<file path="src/rtl/arcade_input_pkg.sv">
// rtl/arcade_input_pkg.sv - shared scancodes, joystick bit map and sequencer states
package arcade_input_pkg;

    // Direction codes match on the low byte only; the extended flag is don't-care.
    localparam logic [7:0] KC_UP    = 8'h75;
    localparam logic [7:0] KC_DOWN  = 8'h72;
    localparam logic [7:0] KC_LEFT  = 8'h6B;
    localparam logic [7:0] KC_RIGHT = 8'h74;

    localparam logic [8:0] KC_SPACE = 9'h029;
    localparam logic [8:0] KC_CTRL  = 9'h014;
    localparam logic [8:0] KC_F1    = 9'h005;
    localparam logic [8:0] KC_F2    = 9'h006;

    localparam int JOY_RIGHT  = 0;
    localparam int JOY_LEFT   = 1;
    localparam int JOY_DOWN   = 2;
    localparam int JOY_UP     = 3;
    localparam int JOY_FIRE   = 4;
    localparam int JOY_START1 = 5;
    localparam int JOY_START2 = 6;

    typedef enum logic [1:0] {
        ST_IDLE,
        ST_COIN,
        ST_GAP,
        ST_START
    } seq_state_e;

endpackage

</file>
<file path="src/rtl/arcade_input_ctrl_if.sv">
// rtl/arcade_input_ctrl_if.sv - player-input bundle between hps_io side and the core
interface arcade_input_ctrl_if;

    logic [10:0] ps2_key;
    logic [15:0] joy;
    logic        orient_horz;
    logic        left_out;
    logic        right_out;
    logic        fire_out;
    logic        coin_out;
    logic        start1_out;
    logic        start2_out;
    logic        busy;

    modport master (
        output ps2_key, joy, orient_horz,
        input  left_out, right_out, fire_out, coin_out, start1_out, start2_out, busy
    );

    modport slave (
        input  ps2_key, joy, orient_horz,
        output left_out, right_out, fire_out, coin_out, start1_out, start2_out, busy
    );

endinterface

</file>
<file path="src/rtl/arcade_input_ctrl_ps2_key_latch.sv">
// rtl/arcade_input_ctrl_ps2_key_latch.sv - PS/2 event toggle detect and held-key registers
module ps2_key_latch
    import arcade_input_pkg::*;
(
    input  logic        clk_sys,
    input  logic        reset_n,
    input  logic [10:0] ps2_key,
    output logic        key_up,
    output logic        key_down,
    output logic        key_left,
    output logic        key_right,
    output logic        key_fire,
    output logic        key_f1,
    output logic        key_f2
);

    logic toggle_q;
    logic up_q, down_q, left_q, right_q, fire_q, f1_q, f2_q;
    logic up_d, down_d, left_d, right_d, fire_d, f1_d, f2_d;
    logic key_event;
    logic pressed;

    assign key_event = ps2_key[10] ^ toggle_q;
    assign pressed   = ps2_key[9];

    always_comb begin
        up_d    = up_q;
        down_d  = down_q;
        left_d  = left_q;
        right_d = right_q;
        fire_d  = fire_q;
        f1_d    = f1_q;
        f2_d    = f2_q;
        if (key_event) begin
            if (ps2_key[7:0] == KC_UP)    up_d    = pressed;
            if (ps2_key[7:0] == KC_DOWN)  down_d  = pressed;
            if (ps2_key[7:0] == KC_LEFT)  left_d  = pressed;
            if (ps2_key[7:0] == KC_RIGHT) right_d = pressed;
            // Space and ctrl share one fire register: the last event of either wins.
            if (ps2_key[8:0] == KC_SPACE || ps2_key[8:0] == KC_CTRL) fire_d = pressed;
            if (ps2_key[8:0] == KC_F1)    f1_d    = pressed;
            if (ps2_key[8:0] == KC_F2)    f2_d    = pressed;
        end
    end

    always_ff @(posedge clk_sys or negedge reset_n) begin
        if (!reset_n) begin
            toggle_q <= 1'b0;
            up_q     <= 1'b0;
            down_q   <= 1'b0;
            left_q   <= 1'b0;
            right_q  <= 1'b0;
            fire_q   <= 1'b0;
            f1_q     <= 1'b0;
            f2_q     <= 1'b0;
        end else begin
            toggle_q <= ps2_key[10];
            up_q     <= up_d;
            down_q   <= down_d;
            left_q   <= left_d;
            right_q  <= right_d;
            fire_q   <= fire_d;
            f1_q     <= f1_d;
            f2_q     <= f2_d;
        end
    end

    assign key_up    = up_q;
    assign key_down  = down_q;
    assign key_left  = left_q;
    assign key_right = right_q;
    assign key_fire  = fire_q;
    assign key_f1    = f1_q;
    assign key_f2    = f2_q;

endmodule

</file>
<file path="src/rtl/arcade_input_ctrl.sv">
// rtl/arcade_input_ctrl.sv - key/joystick merge, orientation remap and coin-then-start sequencer
module arcade_input_ctrl
    import arcade_input_pkg::*;
#(
    parameter int COIN_PULSE_CYCLES  = 1800000,
    parameter int HOLDOFF_CYCLES     = 3600000,
    parameter int START_PULSE_CYCLES = 1800000,
    parameter int CNT_W              = 22
)
(
    input  logic                clk_sys,
    input  logic                reset_n,
    arcade_input_ctrl_if.slave  bus
);

    localparam logic [CNT_W-1:0] COIN_LAST  = CNT_W'(COIN_PULSE_CYCLES - 1);
    localparam logic [CNT_W-1:0] GAP_LAST   = CNT_W'(HOLDOFF_CYCLES - 1);
    localparam logic [CNT_W-1:0] START_LAST = CNT_W'(START_PULSE_CYCLES - 1);
    localparam logic [CNT_W-1:0] CNT_MAX    = '1;

    logic key_up, key_down, key_left, key_right, key_fire, key_f1, key_f2;

    ps2_key_latch u_key_latch (
        .clk_sys   (clk_sys),
        .reset_n   (reset_n),
        .ps2_key   (bus.ps2_key),
        .key_up    (key_up),
        .key_down  (key_down),
        .key_left  (key_left),
        .key_right (key_right),
        .key_fire  (key_fire),
        .key_f1    (key_f1),
        .key_f2    (key_f2)
    );

    logic unused_joy;
    assign unused_joy = &{1'b0, bus.joy[15:7]};

    logic left_q, right_q, fire_q;

    always_ff @(posedge clk_sys or negedge reset_n) begin
        if (!reset_n) begin
            left_q  <= 1'b0;
            right_q <= 1'b0;
            fire_q  <= 1'b0;
        end else begin
            if (bus.orient_horz) begin
                left_q  <= key_down | bus.joy[JOY_DOWN];
                right_q <= key_up   | bus.joy[JOY_UP];
            end else begin
                left_q  <= key_left  | bus.joy[JOY_LEFT];
                right_q <= key_right | bus.joy[JOY_RIGHT];
            end
            fire_q <= key_fire | bus.joy[JOY_FIRE];
        end
    end

    logic req1, req2, req_any, req_q, trigger;

    assign req1    = key_f1 | bus.joy[JOY_START1];
    assign req2    = key_f2 | bus.joy[JOY_START2];
    assign req_any = req1 | req2;
    // Edge history runs in every state so a request held across a sequence cannot retrigger.
    assign trigger = req_any & ~req_q;

    seq_state_e       state_q;
    logic [CNT_W-1:0] cnt_q;
    logic [CNT_W-1:0] cnt_inc;
    logic             sel1_q, sel2_q;
    logic             coin_q, start1_q, start2_q, busy_q;

    assign cnt_inc = (cnt_q == CNT_MAX) ? cnt_q : cnt_q + CNT_W'(1);

    always_ff @(posedge clk_sys or negedge reset_n) begin
        if (!reset_n) begin
            state_q  <= ST_IDLE;
            cnt_q    <= '0;
            req_q    <= 1'b0;
            sel1_q   <= 1'b0;
            sel2_q   <= 1'b0;
            coin_q   <= 1'b0;
            start1_q <= 1'b0;
            start2_q <= 1'b0;
            busy_q   <= 1'b0;
        end else begin
            req_q <= req_any;
            unique case (state_q)
                ST_IDLE: begin
                    if (trigger) begin
                        sel1_q  <= req1;
                        sel2_q  <= req2;
                        cnt_q   <= '0;
                        coin_q  <= 1'b1;
                        busy_q  <= 1'b1;
                        state_q <= ST_COIN;
                    end
                end
                ST_COIN: begin
                    if (cnt_q == COIN_LAST) begin
                        cnt_q   <= '0;
                        coin_q  <= 1'b0;
                        state_q <= ST_GAP;
                    end else begin
                        cnt_q <= cnt_inc;
                    end
                end
                ST_GAP: begin
                    if (cnt_q == GAP_LAST) begin
                        cnt_q    <= '0;
                        start1_q <= sel1_q;
                        start2_q <= sel2_q;
                        state_q  <= ST_START;
                    end else begin
                        cnt_q <= cnt_inc;
                    end
                end
                ST_START: begin
                    if (cnt_q == START_LAST) begin
                        cnt_q    <= '0;
                        start1_q <= 1'b0;
                        start2_q <= 1'b0;
                        busy_q   <= 1'b0;
                        state_q  <= ST_IDLE;
                    end else begin
                        cnt_q <= cnt_inc;
                    end
                end
            endcase
        end
    end

    assign bus.left_out   = left_q;
    assign bus.right_out  = right_q;
    assign bus.fire_out   = fire_q;
    assign bus.coin_out   = coin_q;
    assign bus.start1_out = start1_q;
    assign bus.start2_out = start2_q;
    assign bus.busy       = busy_q;

endmodule

</file>
<file path="src/flat_wrapper.sv">
// flat-port wrapper written by rule: the top's interface ports become plain ports
module arcade_input_ctrl_flat import arcade_input_pkg::*;
#(
    parameter int COIN_PULSE_CYCLES  = 1800000,
    parameter int HOLDOFF_CYCLES     = 3600000,
    parameter int START_PULSE_CYCLES = 1800000,
    parameter int CNT_W              = 22
)
  (clk_sys, reset_n, bus_ps2_key, bus_joy, bus_orient_horz, bus_left_out, bus_right_out, bus_fire_out, bus_coin_out, bus_start1_out, bus_start2_out, bus_busy);
  arcade_input_ctrl_if bus_i ();
  input  logic clk_sys;
  input  logic reset_n;
  input wire logic [$bits(bus_i.ps2_key)-1:0] bus_ps2_key;
  input wire logic [$bits(bus_i.joy)-1:0] bus_joy;
  input wire logic [$bits(bus_i.orient_horz)-1:0] bus_orient_horz;
  output wire logic [$bits(bus_i.left_out)-1:0] bus_left_out;
  output wire logic [$bits(bus_i.right_out)-1:0] bus_right_out;
  output wire logic [$bits(bus_i.fire_out)-1:0] bus_fire_out;
  output wire logic [$bits(bus_i.coin_out)-1:0] bus_coin_out;
  output wire logic [$bits(bus_i.start1_out)-1:0] bus_start1_out;
  output wire logic [$bits(bus_i.start2_out)-1:0] bus_start2_out;
  output wire logic [$bits(bus_i.busy)-1:0] bus_busy;
  assign bus_i.ps2_key = bus_ps2_key;
  assign bus_i.joy = bus_joy;
  assign bus_i.orient_horz = bus_orient_horz;
  assign bus_left_out = bus_i.left_out;
  assign bus_right_out = bus_i.right_out;
  assign bus_fire_out = bus_i.fire_out;
  assign bus_coin_out = bus_i.coin_out;
  assign bus_start1_out = bus_i.start1_out;
  assign bus_start2_out = bus_i.start2_out;
  assign bus_busy = bus_i.busy;
  arcade_input_ctrl #(.COIN_PULSE_CYCLES(COIN_PULSE_CYCLES), .HOLDOFF_CYCLES(HOLDOFF_CYCLES), .START_PULSE_CYCLES(START_PULSE_CYCLES), .CNT_W(CNT_W)) u_core (.clk_sys(clk_sys), .reset_n(reset_n), .bus(bus_i));
endmodule
</file>
<file path="config.mk">
export PLATFORM = sky130hd
export DESIGN_NAME = arcade_input_ctrl_flat
export DESIGN_NICKNAME = d
export VERILOG_FILES = /design/src/rtl/arcade_input_pkg.sv /design/src/rtl/arcade_input_ctrl_if.sv /design/src/rtl/arcade_input_ctrl_ps2_key_latch.sv /design/src/rtl/arcade_input_ctrl.sv /design/src/flat_wrapper.sv
export SDC_FILE = /design/constraint.sdc
export NUM_CORES = 1
export LEC_CHECK = 0
export CAP_MARGIN = 5
export CORE_ASPECT_RATIO = 1.5
export CORE_MARGIN = 5
export CORE_UTILIZATION = 49
export CTS_BUF_LIST = sky130_fd_sc_hd__clkbuf_8 sky130_fd_sc_hd__clkbuf_16
export DETAILED_ROUTE_END_ITERATION = 10
export GPL_TIMING_DRIVEN = 0
export PLACE_DENSITY = 0.82
export SKIP_CTS_REPAIR_TIMING = 1
export SLEW_MARGIN = 20
export SYNTH_ARGS = -nofsm -noshare
export SYNTH_HDL_FRONTEND = slang
export SYNTH_HIERARCHICAL = 1
export SYNTH_SLANG_ARGS = --single-unit
</file>
<file path="constraint.sdc">
create_clock -name clk_sys -period 2.1 [get_ports clk_sys]
set_clock_uncertainty 0.1 [all_clocks]
set_input_delay 0.21 -clock clk_sys [delete_from_list [all_inputs] [get_ports clk_sys]]
set_output_delay 0.21 -clock clk_sys [all_outputs]
set_load 0.005 [all_outputs]
</file>
==> flow_results.org <==
** Floorplan
- In this run the count of I/O pins placed on the die edge is 37.
- The die is 68.06 um wide.
- Die Ht :: 97.09 um
- Placeable core area :: 4887 um2
- Once the floorplan was initialized, standard cells occupied 50.69% of the core.
- The initialized floorplan defines 31 standard-cell rows.
- The floorplan step defined a die boundary enclosing 6607 um2.

** Drt
- In this run, the number of DRC markers left after iteration 0 of detailed routing was 184.
- Routed length per instance :: 17.58 um
- In the routed design, unresolved DRC markers number 0.
- DRT Pass-1 Iters :: 5
- The routed design has 6435 um of wire.
- Vias :: 2,281
- Antenna viol nets, final :: 0
- Dividing the detail-routed via count by the number of cells gives 6.232.

** Clock network
- Total clock buffers created by CTS :: 5
- For the worst-skew pair, the clock arrives at the later sink with an insertion delay of 290 ps.
- Counting along the longest clock path gives a buffer depth of 2.
- TritonCTS built the clock tree.
- After clock tree synthesis, the clock-pin slew on the worst setup and hold paths is 80 ps.
- Number of H-tree levels :: 2
- Clock tree root driver cell :: sky130_fd_sc_hd__clkbuf_8
- Total clock sinks :: 42

** Synthesis
- Counting every net in the synthesized netlist gives 279.
- The average instance in the mapped netlist occupies 10.19 um2.
- Warning count from the yosys run :: 6
- Of all cell types, the one taking the most synthesized area is sky130_fd_sc_hd__dfrtp_1.
- Sorting the synthesized cells by area gives the leading types as sky130_fd_sc_hd__dfrtp_1 42%, sky130_fd_sc_hd__mux2_2 3.6%, sky130_fd_sc_hd__a22oi_1 3.3%.
- Number of distinct library cells after synthesis :: 58
- After synthesis, flip-flops and latches occupy 42.42% of the total area.
- In the synthesized netlist the dominant register cell turns out to be sky130_fd_sc_hd__dfrtp_1.
- Post-Syn Instances :: 243
- Post-synth top area share :: 42.42%
- The synthesized design contains 0 enable-type register cells.
- Synthesis-stage register bit count :: 42
- Share of flip-flops with an asynchronous set or reset :: 100.0%
- Cell Area, Synth :: 2477 um2

** Setup path
- Critical Path Source Type :: flip-flop
- The critical path is of the flip-flop to flip-flop type.
- Data arrives at the worst endpoint at 2230 ps.
- In this run the critical register-to-register path is launched from u_core/cnt_q[0].
- Capturing point of the worst reg2reg path :: u_core/state_q[1]
- For the worst flop-to-flop path, the logic depth is 7.
- CP Data Required Time :: 2180 ps
- CP endpoint kind :: flip-flop
- The most critical setup path has its endpoint at u_core/state_q[1].
- In this run the worst path has a maximum fanout of 4.
- Worst reg2reg setup slack :: -50 ps
- Startpoint of the most critical setup path :: u_core/cnt_q[0]

** Worst hold path
- Worst min path class :: input port to async pin

** Timing
- Derived from the worst setup path, the maximum achievable clock frequency is 465.5 MHz.
- Hold Vio Cnt, Final :: 0
- After layout, the worst setup slack is -48.44 ps.
- The count of pins over their slew limit was 0.
- Adding up every negative setup slack in the final design gives -57.58 ps.
- RSZ-0062 raised after global routing :: yes
- At the pin with the least slew margin, the transition time is 547.0 ps.
- For the finished layout, the period the worst path requires is 2148 ps.
- Relative max-transition margin :: 63.53%
- Tcrit/Tclk final :: 102.3%
- # setup viols final :: 2

** Pwr
- Sw Pwr :: 324.1 uW
- The internal portion of the total power is 1.142 mW.
- Combinational logic is responsible for 7.4% of the overall power.
- IR analysis of the VDD net gives a maximum drop of 395.9 uV.
- The clock network accounts for 36.2% of the total power.
- Share of total power in sequential cells :: 56.4%
- Sw Share :: 22.11%
- For this design the static power due to leakage is 1.274 nW.
- For this design the ratio of total power to cell area is 448.9 nW/um2.

** Global route
- Vias in the first global route :: 2,108
- Number of antenna violations at the first check in global routing :: 0
- Final global-route overflow total :: 0
- First-pass GRT wire length :: 9791 um
- Global routing used 18.80% of the available tracks across all layers.
- Entering global routing, the biggest net connects 31 pins.

** Cells and area
- Registers with the highest flip-flop counts :: u_core/cnt_q: 22 flops, u_core/state_q: 2 flops
- In the final layout, the share of cells above drive strength 1 is 27.00%.
- Layout Utilization :: 66.82%
- More flip-flops sit in one register than any other, and that register is u_core/cnt_q.
- Layout overhead on the synthesized area :: 31.82%
- Number of flip-flops in the largest register :: 22
- The final layout contains 335 nets.
- Antenna diode count :: 0

** Run status
- Violated checks :: negative setup slack
- Outcome :: finished with violations

** Placed design
- RePlAce Congestion :: 0.9022
- Half-perimeter wire length after detailed placement :: 4260 um
- Count of buffers from port buffering :: 27
- Post-Place Setup Slack :: -439.3 ps

** Flow run
- Across the run, the number of max-cap violations was 0.
## worst min-delay path by stage
stage                               end
detailed placement      u_core/cnt_q[5]
finish                  u_core/cnt_q[5]
floorplan               u_core/bus.busy
global placement    u_core/bus.fire_out
CTS                    u_core/cnt_q[10]
global route           u_core/cnt_q[10]
## cell families (layout without fill, tap and decap cells)
family,after synthesis,after routing,share of synthesized area (%)
adders and majority gates,6,6,3.030
and+or+nand+nor,95,95,24.65
DFF,42,42,42.42
xor gates and xnor gates,7,7,2.475
muxes,13,13,5.707
buffers and inverters,18,75,3.637
AOI/OAI and AO/OA,62,62,18.08
## metrics by stage
stage | power (mW) | instance area, um2 | std cells | hold WS, ps
after floorplan | 0.8692 | 2477 | 243 | -185.6
final | 1.466 | 3266 | 366 | 247.5
after CTS | 1.471 | 2937 | 345 | -286.3
after global placement | 0.9425 | 2830 | 336 | 338.5
after detailed placement | 0.9484 | 2845 | 337 | 22.03
after global routing | 1.524 | 3266 | 366 | 287.8
## critical path, cell delays in order, from the launching register on
cell                      delay (ps)
sky130_fd_sc_hd__dfrtp_1         420
sky130_fd_sc_hd__ha_4            180
sky130_fd_sc_hd__nand3_4         110
sky130_fd_sc_hd__nor4_4          400
sky130_fd_sc_hd__buf_4           200
sky130_fd_sc_hd__a21oi_4          70
sky130_fd_sc_hd__nor3_4          230
sky130_fd_sc_hd__mux2_4          320
## layer usage
layer  vias up  global-route usage [%]  part of all wire [%]
met4         0                   7.657                   4.3
met5         -                       0                     0
met2        80                   32.39                    53
li1       1057                       -                     -
met3        28                   2.778                   3.7
met1      1116                   22.46                    39
## synthesized netlist by cell type, drive strengths merged (7+ instances only)
cell   count
dfrtp     42
a22oi     12
nand4      9
o31ai     10
nand3      8
or4       10
nor3       7
o21ai      9
inv        7
mux2       9
a21oi     14
nor2      11
nand2     18
## cells in the final DEF, fill, tap and decap left out, types with 8 or more instances in the layout
cell type / netlist / final
sky130_fd_sc_hd__a21oi_1: 13 / 12
sky130_fd_sc_hd__a22oi_1: 11 / 9
sky130_fd_sc_hd__buf_4: 1 / 21
sky130_fd_sc_hd__clkdlybuf4s50_1: 0 / 26
sky130_fd_sc_hd__dfrtp_1: 42 / 35
sky130_fd_sc_hd__inv_1: 7 / 8
sky130_fd_sc_hd__mux2_2: 8 / 8
sky130_fd_sc_hd__nand2_1: 18 / 18
sky130_fd_sc_hd__nand4_1: 9 / 9
sky130_fd_sc_hd__nor2_1: 11 / 11
sky130_fd_sc_hd__o31ai_1: 10 / 10
sky130_fd_sc_hd__or4_1: 10 / 9
## power groups by stage
stage / clock, mW / sequential (mW) / combinational [mW]
3_5_place_dp: 0 / 0.842 / 0.106
3_3_place_gp: 0 / 0.842 / 0.100
2_1_floorplan: 0 / 0.842 / 0.0274
5_1_grt: 0.576 / 0.829 / 0.119
4_1_cts: 0.539 / 0.826 / 0.106
6_report: 0.530 / 0.827 / 0.109
## cell type report
type | count | area [um2]
timing repair buffer | 50 | 456.7
clock buffer | 6 | 82.58
clock inverter | 2 | 8.758
buffer | 10 | 72.57
sequential | 42 | 1060
inverter | 7 | 26.28
tap | 66 | 82.58
fill | 381 | 1622
multi-input combinational | 183 | 1476
(Power assumes the default switching activity.)
